==> src/rtl/seq_restoring_divider.sv <==
// Sequential unsigned restoring divider: one quotient bit per clock, valid/ready
// handshake on operands and result, divide-by-zero flagged with an all-ones quotient.
module seq_restoring_divider #(
    parameter int DIVIDEND_W = 16,
    parameter int DIVISOR_W  = 8
) (
    input  logic                  clk,
    input  logic                  rst_n,
    input  logic                  in_valid,
    output logic                  in_ready,
    input  logic [DIVIDEND_W-1:0] dividend,
    input  logic [DIVISOR_W-1:0]  divisor,
    output logic                  out_valid,
    input  logic                  out_ready,
    output logic [DIVIDEND_W-1:0] quotient,
    output logic [DIVISOR_W-1:0]  remainder,
    output logic                  div_by_zero
);

    localparam int CNT_W = (DIVIDEND_W > 1) ? $clog2(DIVIDEND_W) : 1;
    localparam logic [CNT_W-1:0] CNT_LAST = CNT_W'(DIVIDEND_W - 1);

    typedef enum logic [1:0] {
        IDLE = 2'd0,
        CALC = 2'd1,
        DONE = 2'd2
    } state_t;

    state_t                state_r, state_s;
    logic [DIVIDEND_W-1:0] q_r, q_s;
    logic [DIVISOR_W-1:0]  r_r, r_s;
    logic [DIVISOR_W-1:0]  d_r, d_s;
    logic [CNT_W-1:0]      cnt_r, cnt_s;
    logic                  in_ready_r, in_ready_s;
    logic                  out_valid_r, out_valid_s;
    logic [DIVIDEND_W-1:0] quotient_r, quotient_s;
    logic [DIVISOR_W-1:0]  remainder_r, remainder_s;
    logic                  dbz_r, dbz_s;

    logic [DIVISOR_W:0]    r_shift_s;
    logic [DIVISOR_W-1:0]  r_iter_s;
    logic [DIVIDEND_W-1:0] q_iter_s;
    logic                  q_bit_s;

    // One restoring step; the kept remainder is always below the divisor so it fits DIVISOR_W bits.
    always_comb begin
        r_shift_s = {r_r, q_r[DIVIDEND_W-1]};
        q_bit_s   = (r_shift_s >= {1'b0, d_r});
        if (q_bit_s) begin
            r_iter_s = r_shift_s[DIVISOR_W-1:0] - d_r;
        end else begin
            r_iter_s = r_shift_s[DIVISOR_W-1:0];
        end
        q_iter_s = {q_r[DIVIDEND_W-2:0], q_bit_s};
    end

    // Next-state and next-register logic for the IDLE/CALC/DONE sequencer.
    always_comb begin
        state_s     = state_r;
        q_s         = q_r;
        r_s         = r_r;
        d_s         = d_r;
        cnt_s       = cnt_r;
        out_valid_s = out_valid_r;
        quotient_s  = quotient_r;
        remainder_s = remainder_r;
        dbz_s       = dbz_r;
        case (state_r)
            IDLE: begin
                if (in_valid && in_ready_r) begin
                    d_s = divisor;
                    q_s = dividend;
                    if (divisor != {DIVISOR_W{1'b0}}) begin
                        r_s     = {DIVISOR_W{1'b0}};
                        cnt_s   = CNT_LAST;
                        dbz_s   = 1'b0;
                        state_s = CALC;
                    end else begin
                        quotient_s  = {DIVIDEND_W{1'b1}};
                        remainder_s = {DIVISOR_W{1'b0}};
                        dbz_s       = 1'b1;
                        state_s     = DONE;
                    end
                end else begin
                    state_s = IDLE;
                end
            end
            CALC: begin
                q_s = q_iter_s;
                r_s = r_iter_s;
                if (cnt_r == {CNT_W{1'b0}}) begin
                    quotient_s  = q_iter_s;
                    remainder_s = r_iter_s;
                    state_s     = DONE;
                end else begin
                    cnt_s = cnt_r - {{(CNT_W-1){1'b0}}, 1'b1};
                end
            end
            DONE: begin
                // out_valid rises one clock after entering DONE, so results are settled first.
                if (out_valid_r && out_ready) begin
                    out_valid_s = 1'b0;
                    state_s     = IDLE;
                end else begin
                    out_valid_s = 1'b1;
                end
            end
            default: begin
                out_valid_s = 1'b0;
                state_s     = IDLE;
            end
        endcase
        in_ready_s = (state_s == IDLE);
    end

    // State and datapath registers; reset discards any operation in flight.
    always_ff @(posedge clk or negedge rst_n) begin
        if (!rst_n) begin
            state_r     <= IDLE;
            q_r         <= {DIVIDEND_W{1'b0}};
            r_r         <= {DIVISOR_W{1'b0}};
            d_r         <= {DIVISOR_W{1'b0}};
            cnt_r       <= {CNT_W{1'b0}};
            in_ready_r  <= 1'b1;
            out_valid_r <= 1'b0;
            quotient_r  <= {DIVIDEND_W{1'b0}};
            remainder_r <= {DIVISOR_W{1'b0}};
            dbz_r       <= 1'b0;
        end else begin
            state_r     <= state_s;
            q_r         <= q_s;
            r_r         <= r_s;
            d_r         <= d_s;
            cnt_r       <= cnt_s;
            in_ready_r  <= in_ready_s;
            out_valid_r <= out_valid_s;
            quotient_r  <= quotient_s;
            remainder_r <= remainder_s;
            dbz_r       <= dbz_s;
        end
    end

    assign in_ready    = in_ready_r;
    assign out_valid   = out_valid_r;
    assign quotient    = quotient_r;
    assign remainder   = remainder_r;
    assign div_by_zero = dbz_r;

endmodule

==> config.mk <==
export PLATFORM = sky130hd
export DESIGN_NAME = seq_restoring_divider
export DESIGN_NICKNAME = d
export VERILOG_FILES = /design/src/rtl/seq_restoring_divider.sv
export SDC_FILE = /design/constraint.sdc
export NUM_CORES = 1
export LEC_CHECK = 0
export BUFFER_PORTS_ARGS = -buffer_cell sky130_fd_sc_hd__buf_2
export CAP_MARGIN = 40
export CELL_PAD_IN_SITES_DETAIL_PLACEMENT = 0
export CELL_PAD_IN_SITES_GLOBAL_PLACEMENT = 1
export CORE_UTILIZATION = 46
export CTS_CLUSTER_SIZE = 24
export DETAILED_ROUTE_END_ITERATION = 12
export HOLD_SLACK_MARGIN = 0.02
export PLACE_DENSITY_LB_ADDON = 0.1
export SETUP_SLACK_MARGIN = 0.15
export SLEW_MARGIN = 20
export SYNTH_ARGS = -nofsm -noshare
export SYNTH_HDL_FRONTEND = slang
export SYNTH_SLANG_ARGS = --single-unit
==> constraint.sdc <==
create_clock -name clk -period 4.94 [get_ports clk]
set_input_delay 0.494 -clock clk [delete_from_list [all_inputs] [get_ports clk]]
set_output_delay 0.494 -clock clk [all_outputs]
set_load 0.03 [all_outputs]
==> results of run 1 <==
[worst max-delay path by stage]
stage | endpoint | slack (ns) | cells after the start
floorplan | remainder[1] | 3.06 | 6
global placement | quotient[15] | 2.31 | 5
detailed placement | quotient[13] | 2.68 | 6
CTS | quotient[13] | 2.66 | 6
global route | quotient[15] | 2.38 | 6
finish | quotient[15] | 2.67 | 6
[critical path, cell delays in order (launching register included)]
cell	delay [ns]
dfrtp_1	0.46
nand2b_1	0.48
buf_8	0.24
nor2_1	0.11
a211oi_4	0.60
o21ai_0	0.20
nand2_1	0.11
[stage by stage]
stage	worst slack (ns)	cells	cell area [um2]
6_report	2.675	456	3636
3_5_place_dp	2.683	440	3427
2_1_floorplan	3.060	319	3095
5_1_grt	2.385	456	3636
4_1_cts	2.665	455	3608
3_3_place_gp	2.308	439	3412
[power by group]
group	total [mW]	internal (mW)	leakage, nW	switching [mW]
Sequential	0.952	0.785	0.751	0.166
Combinational	1.60	0.589	0.818	1.01
Clock	0.412	0.220	0.0915	0.192
Total	2.97	1.59	1.66	1.37
[layer usage]
layer	up-vias	global-route usage (%)	share of wire [%]
met3	8	5.539	4.4
met4	0	6.113	1.0
met1	1236	30.49	48
met5	-	0	0
met2	56	34.65	46
li1	1224	-	-
[cells by family after synthesis]
| group | after synthesis |
|---|---|
| buffers and inverters | 27 |
| XOR/XNOR | 6 |
| adder cells (fa/ha/maj) | 10 |
| flip-flops | 65 |
| AND/OR/NAND/NOR | 119 |
| multiplexers | 7 |
| AO/OA/AOI/OAI | 85 |
[area by class of cell]
class	count	area share [%]
clock buffers	13	4.646
clock inverters	2	0.3441
inverters	14	1.445
multi-input cells	227	37.13
flip-flops and latches	65	44.77
well taps	77	2.650
repair buffers	58	9.016
[sequential cells by signal, summed over array words and instances, names as in the netlist]
| signal | count |
|---|---|
| q_r | 16 |
| r_r | 8 |
| cnt_r | 4 |
| remainder | 8 |
| state_r | 2 |
| out_valid | 1 |
| div_by_zero | 1 |
| in_ready | 1 |
| d_r | 8 |
| quotient | 16 |
[Yosys cell counts, drive strengths merged, types with 4 or more instances]
master and n:
dfrtp 64, nand2 56, nor2 40, o21ai 33, o22ai 15, inv 14
ha 9, o22a 8, buf 7, a21oi 6, clkbuf 6, a32oi 4
mux2i 4, nand2b 4, nor2b 4, nor4 4
==> out/results.ini, run 1 <==
[run_status]
status = finished, violations left
violations = design-rule violations

[worst_setup_path]
r2r_setup_slack_ns = 2.67
ff2ff_path_depth = 6
worstReg2RegStart = state_r[1]
worstPathArrival_ns = 2.53
cp.required_ns = 5.21
startpoint = state_r[1]
timing.rr.end = quotient[15]
critPathKind = register to register
cp-start-kind = register
crit_path_max_fanout = 21
end_kind = register

[pwr]
powerDensity_nw_per_um2 = 816.0
power_mw = 2.967
leakage_nw = 1.661
peakVddDrop_v = 0.0005149

[layout]
fillers = 618
insertedDiodeCount = 0
utilization_pct = 56.61
final_common_cell = dfrtp_1
final_cell_mix = 64 x dfrtp_1, 55 x nand2_1, 54 x buf_2, 40 x nor2_1, 32 x o21ai_0
final_nets = 413
drive_gt1_share_pct = 22.43
areaGrowthSynthToFinish_pct = 17.46
multiInputGateArea_um2 = 1350
seqCellArea_um2 = 1628

[placed_design]
gp_congestion = 0.8026
port_buffers = 54
hpwl_um = 4945

[yosys]
async_flop_share_pct = 100.0
ys_top_cells_by_area = dfrtp_1 52%, nand2_1 6.7%, o21ai_0 5.2%
synth_xor_xnor_area_share_pct = 1.698
yosysWarnings = 0
syn_area_um2 = 3095
synth_area_per_cell_um2 = 9.704
synth_seq_area_share_pct = 52.59
synth_top_cell_area_share_pct = 51.74
synth_fa_ha_area_share_pct = 4.285
synth.distinct_cells = 48
synth_compound_area_share_pct = 18.31
synth_top_family_by_area = compound AO/OA/AOI/OAI gates
synth_edf_count = 0
synth-seq-cells = 65
yosys_most_used_dff = dfrtp_1
synthCells = 319
syn_nets = 357
synth-simple-area-share_pct = 16.94
synthMuxAreaShare_pct = 2.385
synth_top_cell_by_area = dfrtp_1

[drt]
dr.pass1.iters = 8
vias_per_cell = 5.535
drt_iter0_markers = 119
detail-route-antenna-nets = 0
route.detailed.drc = 6
routed-via-count = 2524
wl_um = 7087
routedWlPerCell_um = 15.54

[floorplanning]
rows = 29
fp.dieH_um = 84.03
die_area_um2 = 7061
io_pins = 55
core-area_um2 = 6422
start_util_pct = 48.20
dieWidth_um = 84.03

[clock_network]
cts_hold_buf = 0
h-tree-depth = 3
path_clk_slew_ns = 0.07
worstSkewPairLatency_ns = 0.33
cts_sinks = 65
cts_buffers = 9
cts_root_buffer = clkbuf_8
post_cts_resized = 0
tritoncts = yes
postCtsSetupBuffers = 0
clock_path_buffers = 2

[sta]
tns_ns = 0
rsz0062_at_grt = no
holdWs_ns = 0.07877
skew_ns = 0.01036
worstMarginPinSlew_ns = 0.7329
timing.fmax_mhz = 441.5
setup_violations = 0
finalCritPeriodShare_pct = 45.85
drv_slew = 0
maxSlewHeadroom_pct = 51.00
period_needed_ns = 2.265
hold_violations = 0

[global_routing]
grt_max_degree = 66
grt_overflow = 0
grt_pass1_vias = 2467
track_usage_pct = 22.09
antenna_found_initial = 0
grt_pass1_wl_um = 12160

[hold_path]
worstHoldPathType = input pin to asynchronous set/reset pin

[run]
max_cap_viol_count = 0

(Power assumes the default switching activity.)
==> inputs of run 2 (changes only) <==
--- a/config.mk
+++ b/config.mk
@@ -9,7 +9,7 @@
 export CAP_MARGIN = 40
 export CELL_PAD_IN_SITES_DETAIL_PLACEMENT = 0
 export CELL_PAD_IN_SITES_GLOBAL_PLACEMENT = 1
-export CORE_UTILIZATION = 46
+export CORE_UTILIZATION = 42
 export CTS_CLUSTER_SIZE = 24
 export DETAILED_ROUTE_END_ITERATION = 12
 export HOLD_SLACK_MARGIN = 0.02
==> constraint.sdc (replaced) <==
create_clock -name clk -period 2.4 [get_ports clk]
set_input_delay 0.24 -clock clk [delete_from_list [all_inputs] [get_ports clk]]
set_output_delay 0.24 -clock clk [all_outputs]
set_load 0.03 [all_outputs]
==> out/results.ini, run 2 (synthesis results as in run 1) <==
[drt]
vias_per_cell = 5.222  ; -5.6%
routed-via-count = 2512  ; -0.48%
route.detailed.drc = 0  ; -6
routedWlPerCell_um = 15.27  ; -1.7%
drt_iter0_markers = 130  ; +9.2%
dr.pass1.iters = 4  ; -4
wl_um = 7346  ; +3.7%
detail-route-antenna-nets = 0  ; unchanged

[clock_network]
tritoncts = yes
h-tree-depth = 3  ; unchanged
cts_sinks = 65  ; unchanged
path_clk_slew_ns = 0.07  ; about the same
worstSkewPairLatency_ns = 0.33  ; about the same
cts_root_buffer = clkbuf_8
cts_buffers = 9  ; unchanged
clock_path_buffers = 2  ; unchanged

[layout]
areaGrowthSynthToFinish_pct = 20.25
final_area_um2 = 3722  ; +2.4%
utilization_pct = 53.60  ; -3.0 points
final_cell_mix = 64 x dfrtp_1, 55 x nand2_1, 54 x buf_2, 40 x nor2_1, 32 x o21ai_0
drive_gt1_share_pct = 23.38  ; +0.95 points
insertedDiodeCount = 0  ; unchanged
fillers = 651  ; +5.3%
final_common_cell = dfrtp_1
final_nets = 419  ; +1.5%

[sta]
maxSlewHeadroom_pct = 68.34  ; +17 points
tns_ns = 0  ; unchanged
hold_violations = 0  ; unchanged
setup_violations = 0  ; unchanged
skew_ns = 0.006403  ; -0.003955 ns
drv_slew = 0  ; unchanged
holdWs_ns = 0.1381  ; +0.05931 ns
worstMarginPinSlew_ns = 0.4734  ; -0.2595 ns
finalCritPeriodShare_pct = 92.05  ; +46 points
rsz0062_at_grt = yes
timing.fmax_mhz = 452.6  ; +2.5%
period_needed_ns = 2.209  ; -0.05598 ns
fin_ws_ns = 0.1908  ; -2.484 ns

[worst_setup_path]
critPathKind = register to register
worstReg2RegStart = r_r[5]
cp.required_ns = 2.65  ; -2.56 ns
crit_path_max_fanout = 7  ; -67%
r2r_setup_slack_ns = 0.19  ; -2.48 ns
worstPathArrival_ns = 2.46  ; -0.07 ns
cp-start-kind = register
startpoint = r_r[5]
end_kind = register

[floorplanning]
fp.dieH_um = 87.85  ; +4.5%
io_pins = 55  ; unchanged
dieWidth_um = 87.85  ; +4.5%
rows = 30  ; +3.4%
start_util_pct = 44.58  ; -3.6 points
die_area_um2 = 7718  ; +9.3%
core-area_um2 = 6944  ; +8.1%

[hold_path]
worstHoldPathType = input pin to register
timing.hold.worst.start = divisor[5]

[global_routing]
track_usage_pct = 20.68  ; -1.4 points
grt_max_degree = 66  ; unchanged
grt_overflow = 0  ; unchanged
grt_pass1_vias = 2454  ; -0.53%
grt_pass1_wl_um = 11990  ; -1.4%
antenna_found_initial = 0  ; unchanged

[run_status]
status = completed

[pwr]
leakage_nw = 1.699  ; +2.2%
powerDensity_nw_per_um2 = 1698  ; +110%
peakVddDrop_v = 0.0007574  ; +47%

[run]
max_cap_viol_count = 0  ; unchanged

[placed_design]
postPlaceCellArea_um2 = 3501  ; +2.2%
port_buffers = 54  ; unchanged
place_ws_ns = 0.2825  ; -2.401 ns
gp_congestion = 0.7968  ; -0.72%
hpwl_um = 5116  ; +3.5%

run 2: through the flow:
stage | power [mW] | cells
final | 6.322 | 481
after global routing | 6.833 | 481
after CTS | 6.353 | 481
after detailed placement | 5.320 | 465
after floorplan | 4.421 | 319
after global placement | 5.264 | 465
run 2: where the power goes:
| part | switching, mW | internal, mW |
|---|---|---|
| Combinational | 2.11 | 1.25 |
| Sequential | 0.328 | 1.62 |
| Clock | 0.411 | 0.607 |
run 2: path summary, 6_finish.rpt:
check / endpoint / depth (start not counted)
min: d_r[5] / 3
min in group asynchronous: quotient[12] / 3
min reg2reg: quotient[15] / 2
max: r_r[0] / 6
max reg2reg: r_r[0] / 6
max in group asynchronous: in_ready / 3
run 2: layout make-up:
| type | count | area, um2 | share of cell area, % |
|---|---|---|---|
| Clock buffer | 12 | 145.1 | 3.899 |
| Sequential cell | 65 | 1628 | 43.73 |
| Timing Repair Buffer | 64 | 360.3 | 9.681 |
| Clock inverter | 3 | 65.06 | 1.748 |
| Multi-Input combinational cell | 227 | 1351 | 36.30 |
| Inverter | 14 | 52.55 | 1.412 |
| Tap cell | 96 | 120.1 | 3.227 |
run 2: what timing repair did:
item,4_1_cts,5_1_grt
hold buffers,1,0
setup endpoints to repair,0,8
gates resized for setup,0,1
hold endpoints to repair,64,0
buffers inserted,0,0
run 2: worst max-delay path, cell delays in order (launching register included):
cell	delay, ns
dfrtp_1	0.41
ha_1	0.38
a21oi_1	0.22
o221ai_1	0.18
a21oi_2	0.39
mux2_2	0.40
o21ai_0	0.14
run 2: per-layer routing:
metal	vias up	wire [um]	GRT usage (%)
li1	1235	-	-
met1	1215	3668	28.78
met2	53	3342	32.35
met3	9	259	3.487
met4	0	76	8.048
met5	-	0	0
